$ cat config.mk
export PLATFORM = sky130hd
export DESIGN_NAME = up16_fetch_stage_flat
export DESIGN_NICKNAME = d
export VERILOG_FILES = /design/src/rtl/up16_pkg.sv /design/src/rtl/up16_fetch_stage_if.sv /design/src/rtl/up16_if_skid.sv /design/src/rtl/up16_fetch_stage.sv /design/src/flat_wrapper.sv
export SDC_FILE = /design/constraint.sdc
export NUM_CORES = 1
export LEC_CHECK = 0
export ABC_AREA = 1
export BUFFER_PORTS_ARGS = -buffer_cell sky130_fd_sc_hd__buf_2
export CAP_MARGIN = 10
export CORE_UTILIZATION = 29
export DETAILED_ROUTE_END_ITERATION = 10
export GPL_TIMING_DRIVEN = 0
export MAX_ROUTING_LAYER = met4
export SKIP_CTS_REPAIR_TIMING = 1
export SLEW_MARGIN = 5
export SYNTH_ARGS = -nofsm -noshare
export SYNTH_HDL_FRONTEND = slang
export SYNTH_SLANG_ARGS = --single-unit
$ cat constraint.sdc
create_clock -name Clk -period 2.9 [get_ports Clk]
set_input_delay 0 -clock Clk [delete_from_list [all_inputs] [get_ports Clk]]
set_output_delay 0 -clock Clk [all_outputs]
set_load 0.005 [all_outputs]
$ cat src/rtl/up16_pkg.sv
// Shared definitions for the up16 pipeline front end.
// Fetch and decode both import this, so widths and the bubble encoding stay in one place.
package up16_pkg;

    localparam int PC_W   = 16;
    localparam int INST_W = 18;

    localparam logic [PC_W-1:0]   RESET_PC = 16'h0000;
    localparam logic [INST_W-1:0] NOP_INST = 18'h00000;

    // RUN: normal streaming. HOLD: decode stalled while the skid holds a returned word.
    typedef enum logic [0:0] {
        RUN  = 1'b0,
        HOLD = 1'b1
    } fetch_state_t;

    // Sequential next fetch address; wraps 16'hFFFF to 16'h0000.
    function automatic logic [PC_W-1:0] pc_next(input logic [PC_W-1:0] pc);
        return pc + PC_W'(1);
    endfunction

endpackage

$ cat src/rtl/up16_fetch_stage_if.sv
// Instruction memory read port between the fetch stage and the synchronous imem.
// Read data is valid the cycle after imem_en is sampled high.
interface up16_fetch_stage_if;
    import up16_pkg::*;

    logic              imem_en;
    logic [PC_W-1:0]   imem_addr;
    logic [INST_W-1:0] imem_data;

    modport master (
        output imem_en,
        output imem_addr,
        input  imem_data
    );

    modport slave (
        input  imem_en,
        input  imem_addr,
        output imem_data
    );

endinterface

$ cat src/rtl/up16_if_skid.sv
// Single-entry skid register for the fetch stage.
// Catches the instruction word that returns from imem while decode is stalled,
// so it can be handed to IF/ID once the stall releases.
module up16_if_skid
    import up16_pkg::*;
(
    input  logic              clk,
    input  logic              rst_n,
    input  logic              flush,
    input  logic              capture,
    input  logic              drain,
    input  logic [INST_W-1:0] load_inst,
    input  logic [PC_W-1:0]   load_pc,
    output logic              held_valid,
    output logic [INST_W-1:0] held_inst,
    output logic [PC_W-1:0]   held_pc
);

    // Flush wins over capture, capture over drain; payload only changes on capture.
    always_ff @(posedge clk or negedge rst_n) begin
        if (!rst_n) begin
            held_valid <= 1'b0;
            held_inst  <= NOP_INST;
            held_pc    <= '0;
        end else if (flush) begin
            held_valid <= 1'b0;
        end else if (capture) begin
            held_valid <= 1'b1;
            held_inst  <= load_inst;
            held_pc    <= load_pc;
        end else if (drain) begin
            held_valid <= 1'b0;
        end
    end

endmodule

$ cat src/rtl/up16_fetch_stage.sv
// Instruction fetch stage of the up16 pipeline.
// Owns the PC, issues one imem read per cycle, loads IF/ID, absorbs decode
// stalls through a one-entry skid and flushes in-flight work on EX redirects.
module up16_fetch_stage
    import up16_pkg::*;
(
    input  logic                       Clk,
    input  logic                       Rst,
    input  logic                       stall,
    input  logic                       redirect,
    input  logic [PC_W-1:0]            redirect_pc,
    up16_fetch_stage_if.master         imem,
    output logic [INST_W-1:0]          IF_inst,
    output logic [PC_W-1:0]            IF_pc,
    output logic                       IF_valid,
    output logic [PC_W-1:0]            IF_currPC
);

    fetch_state_t      state_q;
    fetch_state_t      state_d;

    logic [PC_W-1:0]   fetch_pc;
    logic              pend_v;
    logic [PC_W-1:0]   pend_pc;

    logic              skid_v;
    logic [INST_W-1:0] skid_inst;
    logic [PC_W-1:0]   skid_pc;

    logic              issue;
    logic              skid_flush;
    logic              skid_capture;
    logic              skid_drain;
    logic              ifid_flush;
    logic              ifid_load;
    logic              ifid_from_skid;

    // A read goes out whenever decode is not stalled and no redirect is pending;
    // gating with Rst drops the strobe the moment reset asserts.
    assign issue          = Rst & ~stall & ~redirect;
    assign imem.imem_en   = issue;
    assign imem.imem_addr = fetch_pc;
    assign IF_currPC      = fetch_pc;

    // PC and in-flight request tracking; a redirect discards whatever is in flight.
    always_ff @(posedge Clk or negedge Rst) begin
        if (!Rst) begin
            fetch_pc <= RESET_PC;
            pend_v   <= 1'b0;
            pend_pc  <= RESET_PC;
        end else if (redirect) begin
            fetch_pc <= redirect_pc;
            pend_v   <= 1'b0;
        end else if (issue) begin
            pend_v   <= 1'b1;
            pend_pc  <= fetch_pc;
            fetch_pc <= pc_next(fetch_pc);
        end else begin
            pend_v   <= 1'b0;
        end
    end

    // Fetch FSM state register.
    always_ff @(posedge Clk or negedge Rst) begin
        if (!Rst) begin
            state_q <= RUN;
        end else begin
            state_q <= state_d;
        end
    end

    // Next state and IF/ID / skid controls; redirect overrides stall, stall overrides streaming.
    always_comb begin
        state_d        = state_q;
        skid_flush     = 1'b0;
        skid_capture   = 1'b0;
        skid_drain     = 1'b0;
        ifid_flush     = 1'b0;
        ifid_load      = 1'b0;
        ifid_from_skid = 1'b0;
        if (redirect) begin
            skid_flush = 1'b1;
            ifid_flush = 1'b1;
            state_d    = RUN;
        end else begin
            case (state_q)
                RUN: begin
                    if (stall) begin
                        if (pend_v) begin
                            skid_capture = 1'b1;
                            state_d      = HOLD;
                        end
                    end else begin
                        ifid_load = 1'b1;
                    end
                end
                HOLD: begin
                    if (!stall) begin
                        ifid_load      = 1'b1;
                        ifid_from_skid = 1'b1;
                        skid_drain     = 1'b1;
                        state_d        = RUN;
                    end
                end
                default: state_d = RUN;
            endcase
        end
    end

    up16_if_skid u_skid (
        .clk        (Clk),
        .rst_n      (Rst),
        .flush      (skid_flush),
        .capture    (skid_capture),
        .drain      (skid_drain),
        .load_inst  (imem.imem_data),
        .load_pc    (pend_pc),
        .held_valid (skid_v),
        .held_inst  (skid_inst),
        .held_pc    (skid_pc)
    );

    // IF/ID register: bubble on flush, otherwise load from skid, imem or a bubble.
    always_ff @(posedge Clk or negedge Rst) begin
        if (!Rst) begin
            IF_inst  <= NOP_INST;
            IF_pc    <= '0;
            IF_valid <= 1'b0;
        end else if (ifid_flush) begin
            IF_inst  <= NOP_INST;
            IF_valid <= 1'b0;
        end else if (ifid_load) begin
            if (ifid_from_skid) begin
                IF_inst  <= skid_inst;
                IF_pc    <= skid_pc;
                IF_valid <= skid_v;
            end else if (pend_v) begin
                IF_inst  <= imem.imem_data;
                IF_pc    <= pend_pc;
                IF_valid <= 1'b1;
            end else begin
                IF_inst  <= NOP_INST;
                IF_valid <= 1'b0;
            end
        end
    end

endmodule

$ cat src/flat_wrapper.sv
// flat-port wrapper written by rule: the top's interface ports become plain ports
module up16_fetch_stage_flat import up16_pkg::*;
  (Clk, Rst, stall, redirect, redirect_pc, IF_inst, IF_pc, IF_valid, IF_currPC, imem_imem_en, imem_imem_addr, imem_imem_data);
  up16_fetch_stage_if imem_i ();
  input  logic Clk;
  input  logic Rst;
  input  logic stall;
  input  logic redirect;
  input  logic [PC_W-1:0] redirect_pc;
  output logic [INST_W-1:0] IF_inst;
  output logic [PC_W-1:0] IF_pc;
  output logic IF_valid;
  output logic [PC_W-1:0] IF_currPC;
  output wire logic [$bits(imem_i.imem_en)-1:0] imem_imem_en;
  output wire logic [$bits(imem_i.imem_addr)-1:0] imem_imem_addr;
  input wire logic [$bits(imem_i.imem_data)-1:0] imem_imem_data;
  assign imem_imem_en = imem_i.imem_en;
  assign imem_imem_addr = imem_i.imem_addr;
  assign imem_i.imem_data = imem_imem_data;
  up16_fetch_stage u_core (.Clk(Clk), .Rst(Rst), .stall(stall), .redirect(redirect), .redirect_pc(redirect_pc), .imem(imem_i), .IF_inst(IF_inst), .IF_pc(IF_pc), .IF_valid(IF_valid), .IF_currPC(IF_currPC));
endmodule
# After elaboration in Yosys (flattened, before gate mapping)

Cells that the tools add are included.

Flip-flop bits (word level): 104
Input port bits: 38
Word-level logic and storage cells: 52

Add/sub/neg operators: 1
Mux-type cells: 28
Bitwise operators: 6
Reductions and logical operators: 7

Operator list:

| cell                                          | count |
|---|---|
| two-way mux 18 bit                            | 4 |
| two-way mux 16 bit                            | 4 |
| two-way mux 1 bit                             | 19 |
| adder 16 x 1 -> 16 bit, second input constant | 1 |
| nonzero test 2 bit                            | 3 |
| NOT 1 bit                                     | 4 |
| AND reduction 2 bit                           | 2 |
| AND reduction 3 bit                           | 1 |
| nonzero test 3 bit                            | 1 |
| bitwise AND 1 bit                             | 2 |
| case mux 1 bit (2 select lines)               | 1 |

# Longest topological paths before layout

Depth in word-level cells: 6
Mapped depth: 8

# Modules after synthesis

Synthesis repeated with hierarchy kept, for this count alone.

Cells, all modules: 587
Area total of the unflattened synthesis: 4952.2 um^2

Modules (own cells, without submodules):

| module           | times used | cells each | area an instance (um^2) |
|---|---|---|---|
| up16_fetch_stage | 1          | 435        | 3523.4 |
| up16_if_skid     | 1          | 152        | 1428.9 |

# Worst setup path before layout

No wires, ideal clock.

Path kind: reg2reg
Start point: register u_core.fetch_pc[1] (netlist: u_core.IF_currPC[1])
End point: register u_core.fetch_pc[12] (netlist: u_core.IF_currPC[12])
Data arrival time: 1.301 ns
Required time: 2.776 ns
Setup slack: 1.474 ns
Cell stages (with the launch flop): 9
Path buffers: 0
Clock period less this slack: 1.426 ns
Cells stage by stage: dfrtp_1 ha_1 nand2_1 nor2_2 nand2_1 nor2_1 nand2_1 nand3_1 nand3_1

Word-level cells in the longest chain between the ends: 3

Ends and longest elaborated chain:

| what                     | RTL line               | text |
|---|---|---|
| start: declaration       | up16_fetch_stage.sv:22 | `logic [PC_W-1:0] fetch_pc;` |
| start signal: assignment | up16_fetch_stage.sv:52 | `fetch_pc <= redirect_pc;` |
| start signal: assignment | up16_fetch_stage.sv:57 | `fetch_pc <= pc_next(fetch_pc);` |
| adder 16 x 1 -> 16 bit   | up16_pkg.sv:19         | `return pc + PC_W'(1);` |
| two-way mux 16 bit       | up16_fetch_stage.sv:54 | `end else if (issue) begin` |
| two-way mux 16 bit       | up16_fetch_stage.sv:51 | `end else if (redirect) begin` |

Every way passes these cells. The select of a mux whose other input is x is not followed.
A chain may end at the register's enable or synchronous reset.

# Final worst setup path

Start point: input port Rst
End point: output port imem_imem_en

Word-level cells in the longest chain between the ends: 2

Ends and longest elaborated chain:

| what                           | RTL line               | text |
|---|---|---|
| start: declaration             | flat_wrapper.sv:6      | `input logic Rst;` |
| bitwise AND 1 bit (2 in a row) | up16_fetch_stage.sv:40 | `assign issue = Rst & ~stall & ~redirect;` |
| end: declaration               | flat_wrapper.sv:14     | `output wire logic [$bits(imem_i.imem_en)-1:0] imem_imem_en;` |

Every way passes these cells.

==> flow_summary_export.csv <==
group,metric,value,unit
layout,layout.nets,690,
grt,track_usage,0.142,
placed_design,dp_hpwl,8520,µm
detailed_routing,drtAntennaViolNets,0,
synthesis,synthArstFlopShare,1.00,
cts,clock_sinks,104,
detailed_routing,wire_per_inst,13.3,µm
synthesis,synth_flop_cell,"dfrtp_1",
min_path,min_path_type,"in -> reg",
timing,rsz0062_at_grt,"no",
job,cap_violations,0,
worst_setup_path,cp-start-kind,"primary input",
cts,cts_tree,"done",
timing,post-route-min-period,2.11,ns
timing,fmax,475,MHz
grt,grt_max_degree,67,
layout,antenna_cells,0,
grt,grt_overflow,0,
timing,hold_violations,3,
detailed_routing,remaining_drc_errors,0,
cts,clk_pin_slew_worst_paths,0.07,ns
synthesis,ys_ff_latch,104,
run_status,outcome,"complete, but fails checks",
layout,stdcell_count,872,
worst_setup_path,worstPathRequired,2.90,ns
cts,h-tree-depth,3,
layout,final_common_cell,"nand2_1",
cts,cts_buffer_depth,2,
synthesis,netlist_area,4720,µm²
worst_setup_path,cp_max_fo,66,
layout,final_cell_mix,"nand2_1 (119), buf_2 (109), dfrtp_1 (104), nor2_1 (41), o21ai_0 (41)",
synthesis,synth_warnings,0,
grt,antenna_found_initial,0,
timing,worstMarginPinSlew,0.827,ns
floorplanning,core-area,15900,µm²
detailed_routing,vias,3801,
placed_design,place_inst,824,
timing,relSlewSlack,0.449,
run_status,failed_checks,"hold timing",
synthesis,syn_inst,503,
timing,maxSlewViolCount,0,
synthesis,yosysSeqAreaShare,0.552,
floorplanning,chipHeight,130,µm
cts,cts-buffers-inserted,9,
floorplanning,io_pins,106,
timing,finalSetupViolCount,0,
grt,grt_pass1_wl,17700,µm
pwr,ir_drop,0.000305,V
worst_setup_path,crit_path_end_kind,"output pin",
detailed_routing,postRouteWirelength,11600,µm
timing,fin_crit_sh,0.727,
layout,drive_gt1_frac,0.277,
placed_design,io_buffers,104,
synthesis,syn_area_per_cell,9.38,µm²
cts,insertion_delay,0.35,ns
grt,first_global_vias,3452,
detailed_routing,drtPass1Iterations,4,
floorplanning,die_x,130,µm
synthesis,synth_cell_types,36,
worst_setup_path,crit_type,"in -> out",
floorplanning,std_cell_rows,46,
detailed_routing,viasPerCell,4.36,
worst_setup_path,critPathArrivalTime,2.11,ns
synthesis,synthesis.nets,542,
layout,area_growth_syn_to_layout,30.8,%
pwr,p_per_area,619,nW/µm²
cts,root_buffer,"clkbuf_16",
placed_design,gp_congestion,0.823,
floorplanning,die-area,16800,µm²
timing,finalClockSkew,0.00857,ns
synthesis,synth_edf_count,0,
pwr,p_leak,0.00300,µW
timing,timing.hold.ws,-0.0237,ns
detailed_routing,drt_iter0_drc,218,
floorplanning,start_util,0.297,
-- logic make-up (layout without fill, tap and decap cells) --
group,Yosys count,in the layout,share of synthesized area
mux,18,18,0.0430
compound gates,102,102,0.131
buf+inv,77,230,0.0849
simple gates,199,199,0.183
flops,104,104,0.552
fa+ha+maj,1,1,0.00265
xor+xnor,2,2,0.00372
-- flip-flops by register name, summed over array words and instances, names as in the netlist --
name                      count
u_core.pend_v                 1
u_core.u_skid.held_inst      18
u_core.IF_pc                 16
u_core.u_skid.held_valid      1
u_core.pend_pc               16
u_core.u_skid.held_pc        16
u_core.IF_inst               18
u_core.IF_currPC             16
u_core.IF_valid               1
u_core.state_q                1
-- worst max-delay path, cell delays in order --
cell           delay (ns)
dlygate4sd3_1        0.52
buf_4                0.64
nand2_2              0.25
nor2_4               0.25
buf_2                0.26
buf_2                0.15
-- metrics by stage --
step	setup TNS, ns	setup slack [ns]	power (µW)	instance area (µm²)	utilization
2_1_floorplan	0	1.47	2220	4720	-
3_3_place_gp	-7.71	-0.358	2500	5510	0.347
3_5_place_dp	0	1.01	2520	5530	0.348
4_1_cts	0	1.15	3820	5850	0.368
5_1_grt	0	0.556	4040	6170	0.388
6_report	0	0.793	3820	6170	0.388
-- worst paths after layout --
kind / start / end / slack, ns / depth (start not counted)
max in group asynchronous: Rst / u_core.IF_pc[8] / 1.91 / 3
hold / removal: redirect_pc[13] / u_core.IF_currPC[13] / -0.02 / 4
hold reg to reg: u_core.IF_inst[3] / u_core.IF_inst[3] / 0.48 / 2
setup / recovery: Rst / imem_imem_en / 0.79 / 6
min in group asynchronous: Rst / u_core.u_skid.held_inst[13] / 0.28 / 2
setup reg to reg: u_core.IF_currPC[1] / u_core.IF_currPC[12] / 1.16 / 8
-- synthesized netlist by cell type (4+ instances only) --
cell type | n | area (µm²)
a21oi_1 | 13 | 65.1
a22oi_1 | 18 | 135
a31oi_1 | 17 | 106
buf_2 | 6 | 30.0
buf_4 | 17 | 128
buf_6 | 5 | 56.3
clkbuf_1 | 11 | 41.3
dfrtp_1 | 104 | 2600
inv_1 | 34 | 128
mux2_2 | 18 | 203
nand2_1 | 119 | 447
nand3_1 | 22 | 110
nor2_1 | 41 | 154
o211ai_1 | 4 | 30.0
o21ai_0 | 41 | 205
-- power breakdown --
part / total (µW) / internal (µW) / switching [µW]
combinational: 646 / 332 / 313
sequential: 1870 / 1700 / 172
clock: 1300 / 758 / 540
-- layer usage --
layer	wire length [µm]	GRT usage
met1	5490	0.179
met2	5580	0.229
met3	285	0.0219
met4	218	0.0581
met5	0	-
-- cell type report --
type	count	area, µm²
clock buffers	9	225
repair buffers	137	863
inverters	38	145
plain buffers	39	255
multi-input cells	322	1710
well taps	216	270
fillers	1636	9720
flip-flops and latches	104	2600
clock inverters	7	95.1
Power figures use the tool's default switching activity.
